--- src/rtl/wait_time_calc_if.sv ---
// wait_time_calc_if: request/result bundle between the queue counters and the wait-time estimator.
interface wait_time_calc_if #(
  parameter int P_W = 3,
  parameter int T_W = 2,
  parameter int W_W = 5
);
  logic start;
  logic [P_W-1:0] pcount;
  logic [T_W-1:0] tcount;
  logic busy;
  logic valid;
  logic [W_W-1:0] wtime;
  logic ovf;
  modport master (output start, pcount, tcount, input busy, valid, wtime, ovf);
  modport slave (input start, pcount, tcount, output busy, valid, wtime, ovf);
endinterface

--- src/rtl/wait_time_calc.sv ---
// wait_time_calc: wtime = SVC_TIME*(pcount+tcount-1)/tcount via a restoring shift-subtract divider.
// WTIME_SAT_EN selects saturation with ovf; otherwise the quotient wraps to W_W bits.
module wait_time_calc #(
  parameter int P_W      = 3,
  parameter int T_W      = 2,
  parameter int SVC_TIME = 3,
  parameter int W_W      = 5
) (
  input logic clk,
  input logic rst,
  wait_time_calc_if.slave bus
);
  localparam int NUM_W = P_W + T_W + 4;
  localparam int CNT_W = $clog2(NUM_W);
  typedef enum logic [1:0] {IDLE, LOAD, DIV, DONE} state_t;
  state_t state_q, state_d;
  logic [P_W-1:0] p_q, p_d;
  logic [T_W-1:0] t_q, t_d;
  logic [NUM_W-1:0] num_q, num_d, prod;
  logic [T_W-1:0] rem_q, rem_d, diff;
  logic [T_W:0] shl;
  logic [CNT_W-1:0] cnt_q, cnt_d;
  logic [W_W-1:0] wtime_q, wtime_d;
  logic ovf_q, ovf_d, valid_q, valid_d, zero, ge;
  assign prod = NUM_W'(SVC_TIME) * (NUM_W'(p_q) + NUM_W'(t_q) - NUM_W'(1));
  assign zero = (p_q == '0) || (t_q == '0);
  // remainder stays below the divisor, so T_W bits suffice once the next numerator bit is shifted in
  assign shl = {rem_q, num_q[NUM_W-1]};
  assign ge = shl >= {1'b0, t_q};
  assign diff = T_W'(shl - {1'b0, t_q});
  always_comb begin
    state_d = state_q;
    p_d = p_q;
    t_d = t_q;
    num_d = num_q;
    rem_d = rem_q;
    cnt_d = cnt_q;
    wtime_d = wtime_q;
    ovf_d = ovf_q;
    valid_d = 1'b0;
    case (state_q)
      IDLE: if (bus.start) begin
        p_d = bus.pcount;
        t_d = bus.tcount;
        state_d = LOAD;
      end
      LOAD: begin
        rem_d = '0;
        cnt_d = CNT_W'(NUM_W - 1);
        num_d = zero ? '0 : prod;
        state_d = zero ? DONE : DIV;
      end
      DIV: begin
        num_d = {num_q[NUM_W-2:0], ge};
        rem_d = ge ? diff : shl[T_W-1:0];
        cnt_d = cnt_q - CNT_W'(1);
        state_d = (cnt_q == '0) ? DONE : DIV;
      end
      DONE: begin
        valid_d = 1'b1;
        state_d = IDLE;
`ifdef WTIME_SAT_EN
        ovf_d = num_q > NUM_W'((2 ** W_W) - 1);
        wtime_d = ovf_d ? '1 : num_q[W_W-1:0];
`else
        ovf_d = 1'b0;
        wtime_d = num_q[W_W-1:0];
`endif
      end
      default: state_d = IDLE;
    endcase
  end
  always_ff @(posedge clk or posedge rst) begin
    if (rst) begin
      state_q <= IDLE;
      p_q <= '0;
      t_q <= '0;
      num_q <= '0;
      rem_q <= '0;
      cnt_q <= '0;
      wtime_q <= '0;
      ovf_q <= 1'b0;
      valid_q <= 1'b0;
    end else begin
      state_q <= state_d;
      p_q <= p_d;
      t_q <= t_d;
      num_q <= num_d;
      rem_q <= rem_d;
      cnt_q <= cnt_d;
      wtime_q <= wtime_d;
      ovf_q <= ovf_d;
      valid_q <= valid_d;
    end
  end
  assign bus.busy = (state_q == LOAD) || (state_q == DIV);
  assign bus.valid = valid_q;
  assign bus.wtime = wtime_q;
  assign bus.ovf = ovf_q;
endmodule
--- src/flat_wrapper.sv ---
// flat-port wrapper written by rule: the top's interface ports become plain ports
module wait_time_calc_flat 
#(
  parameter int P_W      = 3,
  parameter int T_W      = 2,
  parameter int SVC_TIME = 3,
  parameter int W_W      = 5
)
  (clk, rst, bus_start, bus_pcount, bus_tcount, bus_busy, bus_valid, bus_wtime, bus_ovf);
  wait_time_calc_if #(.P_W(P_W), .T_W(T_W), .W_W(W_W)) bus_i ();
  input logic clk;
  input logic rst;
  input wire logic [$bits(bus_i.start)-1:0] bus_start;
  input wire logic [$bits(bus_i.pcount)-1:0] bus_pcount;
  input wire logic [$bits(bus_i.tcount)-1:0] bus_tcount;
  output wire logic [$bits(bus_i.busy)-1:0] bus_busy;
  output wire logic [$bits(bus_i.valid)-1:0] bus_valid;
  output wire logic [$bits(bus_i.wtime)-1:0] bus_wtime;
  output wire logic [$bits(bus_i.ovf)-1:0] bus_ovf;
  assign bus_i.start = bus_start;
  assign bus_i.pcount = bus_pcount;
  assign bus_i.tcount = bus_tcount;
  assign bus_busy = bus_i.busy;
  assign bus_valid = bus_i.valid;
  assign bus_wtime = bus_i.wtime;
  assign bus_ovf = bus_i.ovf;
  wait_time_calc #(.P_W(P_W), .T_W(T_W), .SVC_TIME(SVC_TIME), .W_W(W_W)) u_core (.clk(clk), .rst(rst), .bus(bus_i));
endmodule
--- config.mk ---
export PLATFORM = sky130hd
export DESIGN_NAME = wait_time_calc_flat
export DESIGN_NICKNAME = d
export VERILOG_FILES = /design/src/rtl/wait_time_calc_if.sv /design/src/rtl/wait_time_calc.sv /design/src/flat_wrapper.sv
export SDC_FILE = /design/constraint.sdc
export NUM_CORES = 1
export LEC_CHECK = 0
export ABC_AREA = 1
export CORE_ASPECT_RATIO = 1.1
export CORE_MARGIN = 2
export CORE_UTILIZATION = 40
export CTS_CLUSTER_DIAMETER = 120
export DETAILED_ROUTE_END_ITERATION = 8
export PLACE_DENSITY_LB_ADDON = 0.1
export SYNTH_ARGS = -nofsm -noshare
export SYNTH_HDL_FRONTEND = slang
export SYNTH_SLANG_ARGS = --single-unit
--- constraint.sdc ---
create_clock -name clk -period 6.97 [get_ports clk]
set_clock_uncertainty 0.2 [all_clocks]
set_input_delay 1.394 -clock clk [delete_from_list [all_inputs] [get_ports clk]]
set_output_delay 1.394 -clock clk [all_outputs]
set_load 0.01 [all_outputs]
-- After elaboration in Yosys (flattened, before gate mapping)
Cells that the tools add are included.
- flip-flop bits (word level): 28
- latch bits: 0
- bits in writable memories: 0
- ROM bits: 0
- input bits: 8
- output and inout bits: 8
- word-level logic and storage cells: 36
- memories kept: 0
- add/subtract/negate cells: 4
- $mul: 1
- div/mod/pow operators: 0
- $lt $le $gt $ge: 1
- equal/unequal tests: 4
- shift operators: 0
- mux-type cells: 10
- bitwise gates (word level): 0
- reduce and logical (&&, ||, !) cells: 8
- operator list (cell ; count):
    9-bit case mux with 2 select lines ; 1
    2-bit by 9-bit multiplier with 9-bit output, first input constant ; 1
    9-bit two-way mux ; 1
    9-bit by 1-bit subtractor with 9-bit output, second input constant ; 1
    2-bit case mux with 4 select lines ; 1
    4-bit case mux with 2 select lines ; 1
    3-bit by 2-bit adder with 4-bit output ; 1
    2-bit equality test, second input constant ; 2
    2-bit logical NOT ; 2
    4-bit logical NOT ; 1
    2-bit two-way mux ; 2
    2-bit case mux with 2 select lines ; 1
    4-bit by 1-bit subtractor with 4-bit output, second input constant ; 1
    3-bit by 2-bit greater-or-equal comparator with 1-bit output ; 1
    3-bit logical NOT ; 1
    1-bit two-way mux ; 3
    2-bit by 1-bit equality test with 1-bit output, second input constant ; 1
    1-bit logical OR ; 2
    2-bit inequality test, second input constant ; 1
    2-bit AND reduction ; 1
    2-bit nonzero test ; 1
    2-bit subtractor ; 1

-- Logic depth before layout (Yosys ltp)
Gate-level depths: netlist of run 1.
- depth after elaboration: 5
- mapped depth: 15
- gate-level depth less buffers: 15

-- Least setup slack after synthesis of run 1
Ideal clock, no wire load.
- path kind: reg2reg
- start point: register u_core.t_q[0]
- end point: register u_core.num_q[8]
- setup time: 65 ps
- arrival time: 2464 ps
- data required time: 6705 ps
- slack: 4241 ps
- stages on the path, launching flop included: 15
- buffers on the path: 1
- clock period less this slack: 2729 ps
- path through: dfrtp_1 -> ha_1 -> inv_1 -> fa_1 -> ha_1 -> nor3b_1 -> ha_1 -> buf_2 -> nand2_1 -> inv_1 -> a21oi_1 -> nand2_1 -> nand2_1 -> nand2_1 -> nand2_1
- word-level cells in the longest chain between the ends: 5
- elaborated cells on any way between the ends: 7
- those cells by class: add/sub (2); mul (1); mux (2); reduce/logical (2)
- ends and longest elaborated chain (what ; RTL line ; RTL):
    start: declaration ; wait_time_calc.sv:18 ; logic [T_W-1:0] t_q, t_d;
    start signal: assignment ; wait_time_calc.sv:87 ; t_q <= t_d;
    3-bit by 2-bit adder with 4-bit output ; wait_time_calc.sv:25 ; assign prod = NUM_W'(SVC_TIME) * (NUM_W'(p_q) + NUM_W'(t_q) - NUM_W'(1));
    9-bit by 1-bit subtractor with 9-bit output ; wait_time_calc.sv:25 ;
    2-bit by 9-bit multiplier with 9-bit output ; wait_time_calc.sv:25 ;
    9-bit two-way mux * ; wait_time_calc.sv:50 ; num_d = zero ? '0 : prod;
    9-bit case mux with 2 select lines * ; wait_time_calc.sv:41 ; case (state_q)
    end signal: assignment ; wait_time_calc.sv:88 ; num_q <= num_d;
    end: declaration ; wait_time_calc.sv:19 ; logic [NUM_W-1:0] num_q, num_d, prod;
Mark *: on every way between the ends. The rest lies on a longest branch, timed or not.
A chain may end at the register's enable or synchronous reset.

-- Worst setup path after layout of run 1
- start point: register u_core.state_q[0]
- end point: output port bus_busy
- word-level cells in the longest chain between the ends: 2
- elaborated cells on any way between the ends: 3
- those cells by class: eq/ne (2); reduce/logical (1)
- ends and longest elaborated chain (what ; RTL line ; RTL):
    start: declaration ; wait_time_calc.sv:16 ; state_t state_q, state_d;
    start signal: assignment ; wait_time_calc.sv:85 ; state_q <= state_d;
    2-bit by 1-bit equality test with 1-bit output or 2-bit equality test (tied branches) ; wait_time_calc.sv:96 ; assign bus.busy = (state_q == LOAD) || (state_q == DIV);
    1-bit logical OR * ; wait_time_calc.sv:96 ;
    end: declaration ; flat_wrapper.sv:16 ; output wire logic [$bits(bus_i.busy)-1:0] bus_busy;
Marks and branches as above.

==> results of run 1 <==
## per-stage QoR
step	hold slack (ps)	instance area (sq um)
floorplan	251.9	1783
global placement	275.1	1953
detailed placement	278.2	1953
CTS	300.9	1994
global route	342.4	1994
finish	299.3	1994
## final timing paths
path	to	from	slack (ps)
max in group asynchronous	u_core.state_q[0]	rst	4440
max reg2reg	u_core.num_q[8]	u_core.t_q[0]	3970
max	bus_busy	u_core.state_q[0]	3290
min	u_core.cnt_q[3]	u_core.cnt_q[3]	300
min in group asynchronous	u_core.rem_q[0]	rst	1490
min reg2reg	u_core.cnt_q[3]	u_core.cnt_q[3]	300
## state kept, by name, indices dropped and copies added, names as in the netlist
register,cells
u_core.bus.wtime,5
u_core.p_q,3
u_core.t_q,2
u_core.bus.valid,1
u_core.state_q,2
u_core.cnt_q,4
u_core.num_q,9
u_core.rem_q,2
## cell usage after synthesis
cell type,count,share of area (%)
a31oi_1,1,0.35
or2_2,1,0.35
inv_1,44,9.3
buf_6,1,0.63
nor4_1,1,0.35
nor2_1,20,4.2
ha_1,17,12
xor2_1,2,0.98
fa_1,2,2.2
a21oi_1,13,3.6
o221ai_1,4,2.0
mux2_2,2,1.3
dfrtp_1,28,39
xnor2_1,1,0.49
buf_4,1,0.42
conb_1,1,0.21
nand2_2,1,0.35
inv_2,1,0.21
nand3_1,9,2.5
inv_4,1,0.35
nor2_4,2,1.3
nor3b_1,1,0.42
nand4_1,4,1.4
o21bai_2,1,0.63
nand2_1,48,10
clkbuf_1,1,0.21
buf_2,3,0.84
o21ai_0,5,1.4
nor3_1,2,0.56
o22ai_1,6,2.1
## metal layers
metal,global-route usage [%],vias up
met1,22.54,615
met3,1.362,2
met2,24.84,19
met4,4.762,0
li1,-,727
met5,0,-
## worst max-delay path: cells and delay by family, from the launching register on
family / cells / cell delay [ps]
fa+ha+maj: 1 / 660
buf+inv: 2 / 750
flops: 1 / 410
## logic make-up (layout without fill, tap and decap cells)
logic type | Yosys count | in the layout
AND/OR/NAND/NOR | 89 | 89
buffers and inverters | 52 | 63
AO/OA/AOI/OAI | 30 | 30
flip-flops | 28 | 28
adder cells (fa/ha/maj) | 19 | 19
XOR/XNOR | 3 | 3
multiplexers | 2 | 2
other | 1 | 1
## final cells by class
type / instances / area, sq um
Clock buffer: 3 / 41.29
Fill cell: 423 / 2291
Inverter: 46 / 175.2
Multi-Input combinational cell: 144 / 869.6
Sequential cell: 28 / 700.7
Tap cell: 54 / 67.56
Timing Repair Buffer: 14 / 140.1
==> impl_metrics.json, run 1 <==
{
  "outcome": "completed",
  "period_needed_ps": 3678,
  "start_util_pct": 41.61,
  "seq_area_frac_synth_pct": 39.30,
  "clockBufferDepth": 2,
  "ys_warn_count": 0,
  "dr.max_layer_used": "met4",
  "wl_met1_microns": 1672,
  "clock_latency_ps": 270,
  "syn_inst": 224,
  "start_kind": "flip-flop",
  "overflow": 0,
  "pre_cts_ws_ps": 3576,
  "synth-seq-cells": 28,
  "core_area_sq_um": 4285,
  "die_area_sq_um": 5008,
  "maxCapViolations": 0,
  "maxSlewViolCount": 0,
  "drt-initial-drc-count": 65,
  "gp_congestion": 0.8177,
  "nets": 264,
  "insertedDiodeCount": 0,
  "dieHeight_microns": 74.02,
  "synth.area.mux_share_pct": 1.263,
  "cts_setup_buffers": 0,
  "arrival_ps": 2080,
  "grt_start_max_net_pins": 29,
  "final_core_util_pct": 46.54,
  "fp.dieW_microns": 67.66,
  "final_common_cell": "nand2_1",
  "most-common-layout-cells": "48 x nand2_1, 44 x inv_1, 28 x dfrtp_1, 20 x nor2_1, 17 x ha_1",
  "grt_pass1_wl_microns": 6009,
  "num_rows": 25,
  "h-tree-depth": 1,
  "end_kind": "output pin",
  "synth-xor-area-share_pct": 1.474,
  "cts_root_buf": "clkbuf_8",
  "dr_wl_met2_microns": 1549,
  "dr_total_vias": 1363,
  "postRouteAntennaNets": 0,
  "hold_buffers": 0,
  "critPathKind": "flip-flop to output pin",
  "synth_area_sq_um": 1783,
  "yosysUniqueCellTypes": 30,
  "cts_tree": "built",
  "tns_ps": 0,
  "routed_wl_microns": 3345,
  "drcViolationCount": 0,
  "cpMaxStageDelayCell": "ha_1",
  "vias_per_cell": 4.716,
  "final-hold-violation-count": 0,
  "clock_sinks": 28,
  "synthSimpleGateAreaFrac_pct": 21.54,
  "dr.pass1.iters": 4,
  "required_ps": 5380,
  "cts_buffers": 3,
  "area_growth_syn_to_layout_pct": 11.86,
  "synth-compound-area-share_pct": 10.11,
  "worst_slew_pin_slew_ps": 1075,
  "post-dp-hpwl_microns": 2638,
  "whs_path_depth": 2,
  "drive_gt1_share_pct": 5.106,
  "synth_top_family_by_area": "simple AND/OR/NAND/NOR gates",
  "grt_pass1_vias": 1304,
  "path_clk_slew_ps": 90,
  "rsz0062_at_grt": "no",
  "reg2regPathDepth": 13,
  "syn-num-nets": 251,
  "grt_antenna_before_repair": 0,
  "setup_violations": 0,
  "cpPeakStageDelay_ps": 660,
  "slew_headroom_pct": 28.24,
  "path_cells": "inv_1 -> ha_1 -> clkdlybuf4s50_1",
  "met3_length_microns": 95,
  "finalCritPeriodShare_pct": 52.76,
  "synth_area_per_cell_sq_um": 7.960,
  "port_buffers": 14,
  "fmax_ghz": 0.2719,
  "synthAdderAreaFrac_pct": 14.18,
  "dp_cells": 286,
  "num_io_pins": 16,
  "critPathMaxFanout": 18,
  "hp-class": "flip-flop to flip-flop",
  "track_usage_pct": 15.62,
  "cts_resized": 0,
  "fin_ws_ps": 3292,
  "routedWlPerCell_microns": 11.57,
  "finalNonFillerCells": 289
}
Power of run 1 is not shown: default switching activity piles up to over one toggle a cycle in this logic, so the estimate is an artifact.
==> inputs of run 2 (changes only) <==
- clock period: 6.97 -> 3.7 ns (I/O delays scaled with it)
==> run 2 against run 1 <==
Net effect:
- hold slack lost 5.6 ps
- count of clock-buffer cells in the layout is the same
- first-iteration DRC count shrank 4.6%
- critical path type is now flip-flop to flip-flop
- sequential cell count is the same
- final cell count grew 1.0%
==> impl_metrics.json, run 2 (synthesis gave the netlist of run 1 again) <==
{
  "outcome": "completed",
  "finalCritPeriodShare_pct": 80.40,
  "grt_pass1_wl_microns": 5844,
  "most-common-layout-cells": "48 x nand2_1, 44 x inv_1, 28 x dfrtp_1, 20 x nor2_1, 17 x ha_1",
  "cts_resized": 0,
  "final-hold-violation-count": 0,
  "maxSlewViolCount": 0,
  "r2r-start": "u_core.t_q[0]",
  "vias_per_cell": 4.723,
  "path_clk_slew_ps": 100,
  "critPathMaxFanout": 6,
  "cts_tree": "built",
  "cpPeakStageDelay_ps": 500,
  "final_common_cell": "nand2_1",
  "setup_violations": 0,
  "hold_buffers": 0,
  "cts_setup_buffers": 0,
  "largest_register_ffs": 9,
  "nets": 266,
  "pre_cts_ws_ps": 735.1,
  "cts_root_buf": "clkbuf_8",
  "num_io_pins": 16,
  "period_needed_ps": 2975,
  "port_buffers": 14,
  "h-tree-depth": 1,
  "core_area_sq_um": 4285,
  "clock_latency_ps": 280,
  "fmax_ghz": 0.3362,
  "tns_ps": 0,
  "gp_congestion": 0.8152,
  "start_kind": "flip-flop",
  "final_area_sq_um": 2039,
  "die_area_sq_um": 5008,
  "start_util_pct": 41.61,
  "clock_sinks": 28,
  "drive_gt1_share_pct": 6.303,
  "routedWlPerCell_microns": 11.38,
  "num_rows": 25,
  "required_ps": 3680,
  "drcViolationCount": 0,
  "cpMaxStageDelayCell": "fa_1",
  "area_growth_syn_to_layout_pct": 14.39,
  "clockBufferDepth": 2,
  "grt_pass1_vias": 1263,
  "cts_buffers": 3,
  "postRouteAntennaNets": 0,
  "hp-class": "flip-flop to flip-flop",
  "final_core_util_pct": 47.59,
  "dr.pass1.iters": 4,
  "post-dp-hpwl_microns": 2591,
  "grt_start_max_net_pins": 29,
  "routed_wl_microns": 3323,
  "insertedDiodeCount": 0,
  "fillCellCount": 445,
  "maxCapViolations": 0,
  "arrival_ps": 2960,
  "grt_antenna_before_repair": 0,
  "cp_common_cell": "nand2_1",
  "drt-initial-drc-count": 62,
  "fin_ws_ps": 725.2,
  "track_usage_pct": 15.50,
  "rsz0062_at_grt": "no",
  "critPathKind": "flip-flop to flip-flop",
  "min-delay-start": "u_core.cnt_q[3]",
  "overflow": 0,
  "fp.dieW_microns": 67.66,
  "place_area_sq_um": 1968,
  "dr_total_vias": 1379,
  "cp-startpoint": "u_core.t_q[0]",
  "path_cells": "ha_1 -> inv_1 -> fa_1 -> ha_1 -> nor3b_1 -> ha_1 -> nand2_1 -> nand2_1 -> nand2_1 -> nand4_1 -> nand3_1 -> nand2_1",
  "largest_register": "u_core.num_q",
  "end_kind": "flip-flop",
  "dieHeight_microns": 74.02
}
run 2: cell count changes in the layout (fill, tap and decap cells not counted):
cell,change
buf_4,+2
bufinv_16,+1
run 2: worst max-delay path: cells and delay by family (launching register included):
| family | cells | cell delay, ps |
|---|---|---|
| simple gates | 7 | 930 |
| buf+inv | 1 | 50 |
| flops | 1 | 400 |
| fa+ha+maj | 4 | 1310 |
run 2: cell type report:
type | count | area [sq um] | share of cell area (%)
clock buffer | 3 | 41.29 | 2.025
clock inverter | 1 | 30.03 | 1.472
inverter | 46 | 175.2 | 8.589
multi-input combinational | 144 | 869.6 | 42.64
sequential | 28 | 700.7 | 34.36
tap | 54 | 67.56 | 3.313
timing repair buffer | 16 | 155.1 | 7.607
run 2: through the flow:
stage               hold slack, ps  cells
CTS                          298.0    292
floorplan                    251.9    224
finish                       293.8    292
global placement             281.3    288
detailed placement           272.6    288
global route                 334.3    292
run 2: path summary, 6_finish.rpt:
path / end / cells after the start / slack, ps
worst max-delay path: u_core.num_q[7] / 12 / 730
worst min-delay path: u_core.cnt_q[3] / 2 / 290
max in group asynchronous: u_core.num_q[2] / 3 / 2410
worst max register to register: u_core.num_q[7] / 12 / 730
worst min register to register: u_core.cnt_q[3] / 2 / 290
min in group asynchronous: u_core.bus.wtime[2] / 3 / 620
run 2: per-layer routing:
metal / routed length, microns / GRT usage, % / vias up / share of wire, %
li1: - / - / 734 / -
met5: 0 / 0 / - / 0
met4: 58 / 6.122 / 0 / 1.7
met2: 1468 / 24.73 / 16 / 44
met1: 1737 / 21.44 / 625 / 52
met3: 58 / 1.815 / 4 / 1.7
Power of run 2 is left out for the same reason.
